File: src/rtl/id_ex_pipe_reg_if.sv
// ID->EX bundle: decoded instruction in, registered EX copy and hazard out.
// The ID side (master) drives id_*, stall and flush; the register (slave) drives ex_*.
interface id_ex_pipe_reg_if #(
  parameter int DATA_W     = 32,
  parameter int REG_ADDR_W = 5,
  parameter int CTRL_W     = 9,
  parameter int CNT_W      = 16
);
  logic                  stall;
  logic                  flush;
  logic                  id_valid;
  logic [DATA_W-1:0]     id_pc4;
  logic [DATA_W-1:0]     id_rs_data;
  logic [DATA_W-1:0]     id_rt_data;
  logic [DATA_W-1:0]     id_imm_ext;
  logic [REG_ADDR_W-1:0] id_rs;
  logic [REG_ADDR_W-1:0] id_rt;
  logic [REG_ADDR_W-1:0] id_rd;
  logic                  id_uses_rt;
  logic [CTRL_W-1:0]     id_ctrl;
  logic                  hazard_stall;
  logic                  ex_valid;
  logic [DATA_W-1:0]     ex_pc4;
  logic [DATA_W-1:0]     ex_rs_data;
  logic [DATA_W-1:0]     ex_rt_data;
  logic [DATA_W-1:0]     ex_imm_ext;
  logic [REG_ADDR_W-1:0] ex_rs;
  logic [REG_ADDR_W-1:0] ex_rt;
  logic [REG_ADDR_W-1:0] ex_rd;
  logic [CTRL_W-1:0]     ex_ctrl;
  logic [CNT_W-1:0]      bubble_cnt;

  modport master (
    output stall, flush, id_valid, id_pc4,
           id_rs_data, id_rt_data, id_imm_ext,
           id_rs, id_rt, id_rd, id_uses_rt, id_ctrl,
    input  hazard_stall, ex_valid, ex_pc4,
           ex_rs_data, ex_rt_data, ex_imm_ext,
           ex_rs, ex_rt, ex_rd, ex_ctrl, bubble_cnt
  );

  modport slave (
    input  stall, flush, id_valid, id_pc4,
           id_rs_data, id_rt_data, id_imm_ext,
           id_rs, id_rt, id_rd, id_uses_rt, id_ctrl,
    output hazard_stall, ex_valid, ex_pc4,
           ex_rs_data, ex_rt_data, ex_imm_ext,
           ex_rs, ex_rt, ex_rd, ex_ctrl, bubble_cnt
  );
endinterface

File: src/rtl/id_ex_pipe_reg.sv
// ID->EX pipeline register with load-use bubble insertion,
// external hold, branch squash and a saturating bubble counter.
module id_ex_pipe_reg #(
  parameter int DATA_W     = 32,
  parameter int REG_ADDR_W = 5,
  parameter int CTRL_W     = 9,
  parameter int CNT_W      = 16
) (
  input logic              clk,
  input logic              rst_n,
  id_ex_pipe_reg_if.slave  bus
);
  localparam int MEM_RD = 7;

  logic                  v_q;
  logic [DATA_W-1:0]     pc4_q;
  logic [DATA_W-1:0]     rsd_q;
  logic [DATA_W-1:0]     rtd_q;
  logic [DATA_W-1:0]     imm_q;
  logic [REG_ADDR_W-1:0] rs_q;
  logic [REG_ADDR_W-1:0] rt_q;
  logic [REG_ADDR_W-1:0] rd_q;
  logic [CTRL_W-1:0]     ctrl_q;
  logic [CNT_W-1:0]      cnt_q;
  logic                  hz;
  logic                  rt_hit;

  // $0 is never a real load target, so it cannot create a dependency
  assign rt_hit = (rt_q == bus.id_rs)
                | (bus.id_uses_rt & (rt_q == bus.id_rt));

  assign hz = bus.id_valid & v_q & ctrl_q[MEM_RD]
            & (rt_q != '0) & rt_hit;

  assign bus.hazard_stall = hz & ~bus.flush;

  always_ff @(posedge clk or negedge rst_n) begin
    if (!rst_n) begin
      v_q    <= 1'b0;
      pc4_q  <= '0;
      rsd_q  <= '0;
      rtd_q  <= '0;
      imm_q  <= '0;
      rs_q   <= '0;
      rt_q   <= '0;
      rd_q   <= '0;
      ctrl_q <= '0;
      cnt_q  <= '0;
    end else if (bus.flush || (!bus.stall && hz)) begin
      v_q    <= 1'b0;
      pc4_q  <= '0;
      rsd_q  <= '0;
      rtd_q  <= '0;
      imm_q  <= '0;
      rs_q   <= '0;
      rt_q   <= '0;
      rd_q   <= '0;
      ctrl_q <= '0;
      if (!bus.flush && cnt_q != '1)
        cnt_q <= cnt_q + 1'b1;
    end else if (!bus.stall) begin
      v_q    <= bus.id_valid;
      pc4_q  <= bus.id_pc4;
      rsd_q  <= bus.id_rs_data;
      rtd_q  <= bus.id_rt_data;
      imm_q  <= bus.id_imm_ext;
      rs_q   <= bus.id_rs;
      rt_q   <= bus.id_rt;
      rd_q   <= bus.id_rd;
      ctrl_q <= bus.id_valid ? bus.id_ctrl : '0;
    end
  end

  assign bus.ex_valid   = v_q;
  assign bus.ex_pc4     = pc4_q;
  assign bus.ex_rs_data = rsd_q;
  assign bus.ex_rt_data = rtd_q;
  assign bus.ex_imm_ext = imm_q;
  assign bus.ex_rs      = rs_q;
  assign bus.ex_rt      = rt_q;
  assign bus.ex_rd      = rd_q;
  assign bus.ex_ctrl    = ctrl_q;
  assign bus.bubble_cnt = cnt_q;
endmodule

File: src/flat_wrapper.sv
// flat-port wrapper written by rule: the top's interface ports become plain ports
module id_ex_pipe_reg_flat 
#(
  parameter int DATA_W     = 32,
  parameter int REG_ADDR_W = 5,
  parameter int CTRL_W     = 9,
  parameter int CNT_W      = 16
)
  (clk, rst_n, bus_stall, bus_flush, bus_id_valid, bus_id_pc4, bus_id_rs_data, bus_id_rt_data, bus_id_imm_ext, bus_id_rs, bus_id_rt, bus_id_rd, bus_id_uses_rt, bus_id_ctrl, bus_hazard_stall, bus_ex_valid, bus_ex_pc4, bus_ex_rs_data, bus_ex_rt_data, bus_ex_imm_ext, bus_ex_rs, bus_ex_rt, bus_ex_rd, bus_ex_ctrl, bus_bubble_cnt);
  id_ex_pipe_reg_if #(.DATA_W(DATA_W), .REG_ADDR_W(REG_ADDR_W), .CTRL_W(CTRL_W), .CNT_W(CNT_W)) bus_i ();
  input logic clk;
  input logic rst_n;
  input wire logic [$bits(bus_i.stall)-1:0] bus_stall;
  input wire logic [$bits(bus_i.flush)-1:0] bus_flush;
  input wire logic [$bits(bus_i.id_valid)-1:0] bus_id_valid;
  input wire logic [$bits(bus_i.id_pc4)-1:0] bus_id_pc4;
  input wire logic [$bits(bus_i.id_rs_data)-1:0] bus_id_rs_data;
  input wire logic [$bits(bus_i.id_rt_data)-1:0] bus_id_rt_data;
  input wire logic [$bits(bus_i.id_imm_ext)-1:0] bus_id_imm_ext;
  input wire logic [$bits(bus_i.id_rs)-1:0] bus_id_rs;
  input wire logic [$bits(bus_i.id_rt)-1:0] bus_id_rt;
  input wire logic [$bits(bus_i.id_rd)-1:0] bus_id_rd;
  input wire logic [$bits(bus_i.id_uses_rt)-1:0] bus_id_uses_rt;
  input wire logic [$bits(bus_i.id_ctrl)-1:0] bus_id_ctrl;
  output wire logic [$bits(bus_i.hazard_stall)-1:0] bus_hazard_stall;
  output wire logic [$bits(bus_i.ex_valid)-1:0] bus_ex_valid;
  output wire logic [$bits(bus_i.ex_pc4)-1:0] bus_ex_pc4;
  output wire logic [$bits(bus_i.ex_rs_data)-1:0] bus_ex_rs_data;
  output wire logic [$bits(bus_i.ex_rt_data)-1:0] bus_ex_rt_data;
  output wire logic [$bits(bus_i.ex_imm_ext)-1:0] bus_ex_imm_ext;
  output wire logic [$bits(bus_i.ex_rs)-1:0] bus_ex_rs;
  output wire logic [$bits(bus_i.ex_rt)-1:0] bus_ex_rt;
  output wire logic [$bits(bus_i.ex_rd)-1:0] bus_ex_rd;
  output wire logic [$bits(bus_i.ex_ctrl)-1:0] bus_ex_ctrl;
  output wire logic [$bits(bus_i.bubble_cnt)-1:0] bus_bubble_cnt;
  assign bus_i.stall = bus_stall;
  assign bus_i.flush = bus_flush;
  assign bus_i.id_valid = bus_id_valid;
  assign bus_i.id_pc4 = bus_id_pc4;
  assign bus_i.id_rs_data = bus_id_rs_data;
  assign bus_i.id_rt_data = bus_id_rt_data;
  assign bus_i.id_imm_ext = bus_id_imm_ext;
  assign bus_i.id_rs = bus_id_rs;
  assign bus_i.id_rt = bus_id_rt;
  assign bus_i.id_rd = bus_id_rd;
  assign bus_i.id_uses_rt = bus_id_uses_rt;
  assign bus_i.id_ctrl = bus_id_ctrl;
  assign bus_hazard_stall = bus_i.hazard_stall;
  assign bus_ex_valid = bus_i.ex_valid;
  assign bus_ex_pc4 = bus_i.ex_pc4;
  assign bus_ex_rs_data = bus_i.ex_rs_data;
  assign bus_ex_rt_data = bus_i.ex_rt_data;
  assign bus_ex_imm_ext = bus_i.ex_imm_ext;
  assign bus_ex_rs = bus_i.ex_rs;
  assign bus_ex_rt = bus_i.ex_rt;
  assign bus_ex_rd = bus_i.ex_rd;
  assign bus_ex_ctrl = bus_i.ex_ctrl;
  assign bus_bubble_cnt = bus_i.bubble_cnt;
  id_ex_pipe_reg #(.DATA_W(DATA_W), .REG_ADDR_W(REG_ADDR_W), .CTRL_W(CTRL_W), .CNT_W(CNT_W)) u_core (.clk(clk), .rst_n(rst_n), .bus(bus_i));
endmodule
File: config.mk
export PLATFORM = sky130hd
export DESIGN_NAME = id_ex_pipe_reg_flat
export DESIGN_NICKNAME = d
export VERILOG_FILES = /design/src/rtl/id_ex_pipe_reg_if.sv /design/src/rtl/id_ex_pipe_reg.sv /design/src/flat_wrapper.sv
export SDC_FILE = /design/constraint.sdc
export NUM_CORES = 1
export LEC_CHECK = 0
export ABC_AREA = 1
export CAP_MARGIN = 20
export CORE_ASPECT_RATIO = 0.5
export CORE_MARGIN = 5
export CORE_UTILIZATION = 38
export DETAILED_ROUTE_END_ITERATION = 10
export PLACE_DENSITY = 0.75
export SLEW_MARGIN = 20
export SYNTH_ARGS = -nofsm -noshare
export SYNTH_HDL_FRONTEND = slang
export SYNTH_SLANG_ARGS = --single-unit
File: constraint.sdc
create_clock -name clk -period 1.5 [get_ports clk]
set_clock_uncertainty 0.05 [all_clocks]
set_input_delay 0.3 -clock clk [delete_from_list [all_inputs] [get_ports clk]]
set_output_delay 0.3 -clock clk [all_outputs]
set_load 0.01 [all_outputs]
==> results of run 1 <==
-- cell families (layout without fill, tap and decap cells) --
| group | count (synthesis) | after routing | synth area share (%) |
|---|---|---|---|
| AND/OR/NAND/NOR | 452 | 455 | 24.9 |
| flip-flops | 169 | 169 | 57.6 |
| AO/OA/AOI/OAI | 147 | 147 | 10.1 |
| buffers and inverters | 92 | 495 | 5.78 |
| XOR/XNOR | 13 | 13 | 1.55 |
| adder cells (fa/ha/maj) | 1 | 1 | 0.170 |
| other | 0 | 1 | 0 |
-- what timing repair did --
item	4_1_cts	5_1_grt
cloned	16	4
resized for setup	327	107
pin swaps	9	6
endpoints found under the hold margin	36	0
setup endpoints to repair	339	190
buffers inserted	20	12
hold buffers	1	0
-- synthesized netlist by cell type (all sizes together) --
cell type | number | area, um^2
nand2 | 363 | 1380
dfrtp | 169 | 4230
a21oi | 143 | 716
nor2 | 36 | 135
clkbuf | 35 | 131
inv | 35 | 131
nand3 | 24 | 138
nand4 | 23 | 144
buf | 22 | 161
xor2 | 7 | 61.3
xnor2 | 6 | 52.6
nor3 | 4 | 20.0
o21ai | 3 | 15.0
ha | 1 | 12.5
nand3b | 1 | 7.51
nor4 | 1 | 6.26
o21bai | 1 | 7.51
-- cells in the final DEF (no fill, tap or decap), drive strengths merged --
cell type / instances
nand2: 366
dfrtp: 169
clkdlybuf4s50: 154
a21oi: 143
dlygate4sd2: 138
buf: 113
inv: 41
nor2: 36
nand3: 24
nand4: 23
clkbuf: 22
clkdlybuf4s15: 17
xor2: 7
xnor2: 6
nor3: 4
clkinv: 4
o21ai: 3
clkinvlp: 2
bufinv: 2
diode: 1
o21bai: 1
nand3b: 1
nor4: 1
ha: 1
bufbuf: 1
dlygate4sd3: 1
-- power by group through the flow --
stage / clock network, mW / logic (mW) / registers (mW)
CTS: 4.59 / 1.95 / 4.88
global placement: 0 / 1.77 / 4.96
finish: 4.51 / 2.01 / 4.89
floorplan: 0 / 0.510 / 5.07
detailed placement: 0 / 1.79 / 4.97
global route: 4.83 / 2.15 / 4.92
-- area by class of cell --
type,count,area (um^2)
Multi-Input combinational cell,616,3410
Clock inverter,14,159
Fill cell,1454,5690
Sequential cell,169,4240
Tap cell,259,324
Antenna cell,1,2.50
Timing Repair Buffer,428,4300
Inverter,35,134
Clock buffer,18,439
-- how the worst max path moves through the flow --
stage	from	to	slack, ps	depth (start not counted)
6_report	u_core.bus.ex_rt[3]	u_core.bus.ex_pc4[30]	-490	11
3_3_place_gp	bus_id_rs[1]	bus_hazard_stall	-970	10
5_1_grt	u_core.bus.ex_rt[2]	bus_hazard_stall	-580	8
2_1_floorplan	u_core.bus.bubble_cnt[1]	u_core.bus.bubble_cnt[12]	-20	10
4_1_cts	u_core.bus.ex_rt[1]	bus_hazard_stall	-490	9
3_5_place_dp	bus_id_rs[1]	bus_hazard_stall	-1010	10
-- per-layer routing --
layer / global-route usage, % / wire (um) / up-vias
met3: 4.44 / 1260 / 89
met5: 0 / 0 / -
li1: - / - / 3592
met4: 11.3 / 1390 / 0
met1: 29.4 / 11500 / 3793
met2: 42.6 / 14600 / 251
-- critical path, delay by kind of cell (launching register included) --
kind	cells	cell delay, ps
buf+inv	6	770
simple gates	3	350
compound gates	2	310
flops	1	440
-- state kept, by name (all words and copies together) (netlist names) --
name / count
u_core.bus.bubble_cnt: 16
u_core.bus.ex_imm_ext: 32
u_core.bus.ex_rt_data: 32
u_core.bus.ex_rd: 5
u_core.bus.ex_valid: 1
u_core.bus.ex_ctrl: 9
u_core.bus.ex_pc4: 32
u_core.bus.ex_rt: 5
u_core.bus.ex_rs: 5
u_core.bus.ex_rs_data: 32
-- metrics by stage --
step | power [mW] | setup slack, ps | instance area [um^2] | utilization (%)
2_1_floorplan | 5.58 | -23.3 | 7440 | -
3_3_place_gp | 6.74 | -971 | 11400 | 60.7
3_5_place_dp | 6.77 | -1010 | 11400 | 60.7
4_1_cts | 11.4 | -488 | 12700 | 68.0
5_1_grt | 11.9 | -583 | 13000 | 69.5
6_report | 11.4 | -486 | 13000 | 69.5
==> out/metrics.yaml, run 1 <==
timing:
  layout_min_cycle_time_ps: 1990
  final_clock_period_utilization_by_the_worst_path_pct: 132
  worst_slew_pin_slew_ps: 790
  max_clock_freq_ghz: 0.503
  final.setup.worst_slack_ps: -486
  tns_ps: -69070
  final_max_slew_viol_count: 0
  timing_hold_violations_final: 0
  slew-limit-headroom_pct: 47.3
  whs_ps: 329
  rsz0062_at_grt: "yes"
  setup_viol: 172
cells_and_area:
  num-nets-final: 1426
  finish.cell_count_without_fillers: 1540
  syn2layout_area_growth_pct: 77.1
  final_layout_size_suffix_gt1_share_pct: 24.7
critical_path:
  critPathArrivalTime_ps: 2280
  critPathKind: "register to register"
  slowest_delay_ps: 440
  worst_r2r_endpoint: "u_core.bus.ex_pc4[30]"
  timing.reg2reg.worst_path_depth: 11
  r2r_setup_slack_ps: -490
  timing.critical_path.to_type: "register"
  critical_path_required_ps: 1790
  regToRegStartpoint: "u_core.bus.ex_rt[3]"
  worstPathMaxFanout: 17
  path_cells: "inv_2 -> buf_6 -> nand4_1 -> o21bai_1 -> inv_2 -> buf_6 -> nand3_4 -> buf_12 -> nand2_8 -> clkbuf_16 -> a21oi_1"
  crit_path_start_kind: "register"
  critPathSlowestCell: "dfrtp_2"
global_routing:
  antenna_found_initial: 1
  total_track_usage_pct: 24.3
  overflow: 0
  vias_in_the_first_global_route: 7859
  grt_max_degree: 112
  grt_pass1_wl_um: 42600
detailed_routing:
  finalWirelength_um: 28800
  dr.first_iter.drc_count: 493
  vias_per_cell: 5.02
  antenna_violating_nets_remaining: 0
  number_of_iterations_in_the_first_detailed_routing_pass: 5
  wl_per_cell_um: 18.7
  routed-via-count: 7725
  drc: 0
cts:
  cts_sinks: 169
  cts_buffers: 17
  clk_transition_reported_paths_ps: 70
  ctsHtreeMaxLevel: 4
  clock_tree.root_cell: "clkbuf_16"
  cts_tree: "yes"
  clock_insertion_delay_worst_skew_ps: 410
  clk_path_buf_depth: 2
floorplanning:
  number_of_ports_placed_on_the_die_boundary: 328
  die_area_um2: 22400
  start_util_pct: 39.3
  die_h_um: 108
  coreArea_um2: 18700
  floorplan.die.width_um: 207
  placement_rows: 35
logic_synthesis:
  synthesis.area_per_instance_um2: 8.40
  netlist_area_um2: 7340
  ys_seq_elements: 169
  post_synth_net_total: 1033
  ys_seq_area_share_pct: 57.6
  synthDistinctLibCells: 26
  post_synthesis_cell_count: 874
  ys_warn_count: 0
pwr:
  fraction_of_power_consumed_by_the_clock_network_pct: 39.5
  total_leakage_power_nw: 6.29
  int_power_mw: 8.31
  sequentialPowerShare_pct: 42.9
  power.net_switching_mw: 3.10
  comb_power_share_pct: 17.6
  p_sw_share_pct: 27.2
  vdd_drop_max_mv: 0.755
  power-per-cell-area_nw_per_um2: 877
place:
  detailedPlacementHpwl_um: 18300
  port-buffer-count: 327
  cell_count_post_placement: 1466
  place.gp.congestion: 0.867
run:
  drv_cap: 0
run_status:
  failed_checks: "setup timing"
  status: "finished, violations left"
worst_hold_path:
  timing.hold.worst.class: "primary input to async pin"
(Power assumes the default switching activity.)
==> inputs of run 2 (changes only) <==
--- a/config.mk
+++ b/config.mk
@@ -8,10 +8,11 @@
 export ABC_AREA = 1
 export CAP_MARGIN = 20
 export CORE_ASPECT_RATIO = 0.5
-export CORE_MARGIN = 5
-export CORE_UTILIZATION = 38
+export CORE_MARGIN = 4
+export CORE_UTILIZATION = 40
 export DETAILED_ROUTE_END_ITERATION = 10
-export PLACE_DENSITY = 0.75
+export DONT_BUFFER_PORTS = 1
+export PLACE_DENSITY = 0.54
 export SLEW_MARGIN = 20
 export SYNTH_ARGS = -nofsm -noshare
 export SYNTH_HDL_FRONTEND = slang
==> run 2 against run 1 <==
Compared with the run above: the flow finishes with violations (hold timing, setup timing); via count decreased by 4.6%; clock power rose by 8.6%; utilization down 1.5 points; cell count down 11%; first-iteration DRC count shrank 13%; sequential share of layout area is 2.6 points higher; count of clock-buffer cells in the layout increased by 3; setup slack better by 63 ps; flip-flop and latch count unchanged; total power increased by 0.41%.
==> out/metrics.yaml, run 2 (same netlist as run 1, synthesis figures left out) <==
critical_path:
  critical_path.most_common_cell: "nand2_1"
  path_cells: "inv_2 -> nand2_1 -> nand2_1 -> nor2_1 -> nand3_1 -> nand2_2 -> buf_6 -> nand2_4 -> nor2_4"
  timing.reg2reg.worst_path_depth: 13  # +2
  total_number_of_cells_along_the_worst_setup_path: 9  # -2
  critPathSlowestCell: "dfrtp_2"
  crit_path_start_kind: "register"
  worst_r2r_endpoint: "u_core.bus.bubble_cnt[7]"
  timing.critical_path.to_type: "output pin"
  critPathArrivalTime_ps: 1570  # -710 ps
  critical-path-top-delay-family: "simple AND/OR/NAND/NOR gates"
  critPathKind: "register to output pin"
  r2r_setup_slack_ps: -390  # +100 ps
  slowest_delay_ps: 420  # -20 ps
  regToRegStartpoint: "u_core.bus.ex_rt[2]"
  worstPathMaxFanout: 5  # -12
  cp.buffers_inverters: 2  # -4
  critical_path_required_ps: 1150  # -640 ps
detailed_routing:
  dr.first_iter.drc_count: 431  # -13%
  wl_per_cell_um: 20.5  # +9.9%
  finalWirelength_um: 28300  # -1.8%
  number_of_iterations_in_the_first_detailed_routing_pass: 5  # unchanged
  routed-via-count: 7368  # -4.6%
  vias_per_cell: 5.35  # +6.7%
  drc: 0  # unchanged
  antenna_violating_nets_remaining: 0  # unchanged
timing:
  tns_ps: -52760  # +16,310 ps
  layout_min_cycle_time_ps: 1920  # -62.5 ps
  whs_ps: -472  # -800 ps
  setup_viol: 171  # -0.58%
  final.setup.worst_slack_ps: -424  # +62.5 ps
  slew-limit-headroom_pct: 40.6  # -6.6 points
  final_clock_period_utilization_by_the_worst_path_pct: 128  # -4.2 points
  worst_slew_pin_slew_ps: 887  # +97.2 ps
  timing_hold_violations_final: 169  # +169
  rsz0062_at_grt: "yes"
  max_clock_freq_ghz: 0.520  # +3.3%
  final_max_slew_viol_count: 0  # unchanged
pwr:
  power.net_switching_mw: 2.87  # -7.5%
  fraction_of_power_consumed_by_the_clock_network_pct: 42.8  # +3.3 points
  vdd_drop_max_mv: 0.816  # +8.1%
  sequentialPowerShare_pct: 44.2  # +1.3 points
  total_leakage_power_nw: 5.23  # -17%
  comb_power_share_pct: 13.0  # -4.6 points
  int_power_mw: 8.59  # +3.4%
  finalPower_mw: 11.5  # +0.41%
  p_sw_share_pct: 25.0  # -2.1 points
  power-per-cell-area_nw_per_um2: 951  # +8.4%
floorplanning:
  floorplan.die.width_um: 200  # -3.4%
  placement_rows: 34  # -2.9%
  die_area_um2: 20700  # -7.4%
  number_of_ports_placed_on_the_die_boundary: 328  # unchanged
  die_h_um: 104  # -4.1%
  start_util_pct: 41.5  # +2.2 points
  coreArea_um2: 17700  # -5.4%
global_routing:
  antenna_found_initial: 1  # unchanged
  global_route.usage.met3_pct: 8.69  # +4.3 points
  total_track_usage_pct: 26.3  # +1.9 points
  global_route.peak_usage_layer: "met2"
  grt_max_degree: 170  # +52%
  grt_util_met1_pct: 32.9  # +3.6 points
  grtUsageMet2_pct: 42.6  # +0.047 points
  overflow: 0  # unchanged
  grt_pass1_wl_um: 42700  # +0.18%
  vias_in_the_first_global_route: 7599  # -3.3%
cells_and_area:
  syn2layout_area_growth_pct: 64.0
  num-nets-final: 1288  # -9.7%
  final_common_cell: "nand2_1"
  layout.cells.most_common_list: "nand2_1, dlygate4sd3_1, dfrtp_1"
  final_layout_size_suffix_gt1_share_pct: 27.6  # +2.9 points
place:
  place.gp.congestion: 0.806  # -7.1%
  port-buffer-count: 0  # -100%
  detailedPlace.worstSlack_ps: -175  # +832 ps
  detailedPlacementHpwl_um: 14300  # -22%
cts:
  clk_path_buf_depth: 2  # unchanged
  ctsHtreeMaxLevel: 4  # unchanged
  clock_tree.root_cell: "clkbuf_16"
  cts_buffers: 17  # unchanged
  cts_sinks: 169  # unchanged
  hold_buffers: 193  # +192
  cts_tree: "yes"
  clk_transition_reported_paths_ps: 70  # about the same
  clock_insertion_delay_worst_skew_ps: 420  # about the same
worst_hold_path:
  timing.hold.worst.class: "primary input to async pin"
run_status:
  failed_checks: "hold timing, setup timing"
  status: "finished, violations left"
run:
  drv_cap: 0  # unchanged
[run 2: layout make-up]
| class | instances | area, um^2 |
|---|---|---|
| inverter | 35 | 134 |
| multi-input combinational | 616 | 3540 |
| timing repair buffer | 290 | 3180 |
| clock buffer | 21 | 460 |
| fill | 1267 | 5650 |
| sequential | 169 | 4240 |
| clock inverter | 10 | 191 |
| tap | 234 | 293 |
| antenna | 1 | 2.50 |
[run 2: power groups by stage]
stage | registers, mW | logic (mW) | clock network [mW]
finish | 5.07 | 1.49 | 4.90
floorplan | 5.07 | 0.510 | 0
global placement | 5.14 | 0.588 | 0
detailed placement | 5.14 | 0.604 | 0
CTS | 5.06 | 1.39 | 5.01
global route | 5.08 | 1.60 | 5.19
[run 2: how the worst max path moves through the flow]
stage / slack, ps / endpoint / start
after global placement: -120 / u_core.bus.bubble_cnt[6] / u_core.bus.ex_rt[1]
final: -420 / bus_hazard_stall / u_core.bus.ex_rt[1]
after detailed placement: -180 / u_core.bus.bubble_cnt[10] / u_core.bus.ex_rt[3]
after floorplan: -20 / u_core.bus.bubble_cnt[12] / u_core.bus.bubble_cnt[1]
after global routing: -540 / bus_hazard_stall / u_core.bus.ex_rt[1]
after CTS: -410 / bus_hazard_stall / u_core.bus.ex_rt[4]
[run 2: timing repair]
item / 4_1_cts / 5_1_grt
setup buffers: 19 / 5
hold endpoints to repair: 313 / 169
gates cloned: 15 / 2
setup endpoints to repair: 173 / 174
resized for setup: 159 / 63
pin swaps: 13 / 24
[run 2: layer usage]
layer  routed length (um)  vias up
met5                    0        -
met4                  773        0
met2                13600      323
li1                     -     3322
met3                 2550       64
met1                11300     3659
[run 2: per-stage QoR]
step	hold WS, ps	instances	util, %	area (um^2)
5_1_grt	-499	1376	68.1	12000
6_report	-472	1376	68.1	12000
2_1_floorplan	-45.6	874	-	7440
3_3_place_gp	-41.9	1116	45.1	7990
4_1_cts	-495	1372	66.5	11800
3_5_place_dp	-41.8	1116	45.1	7990
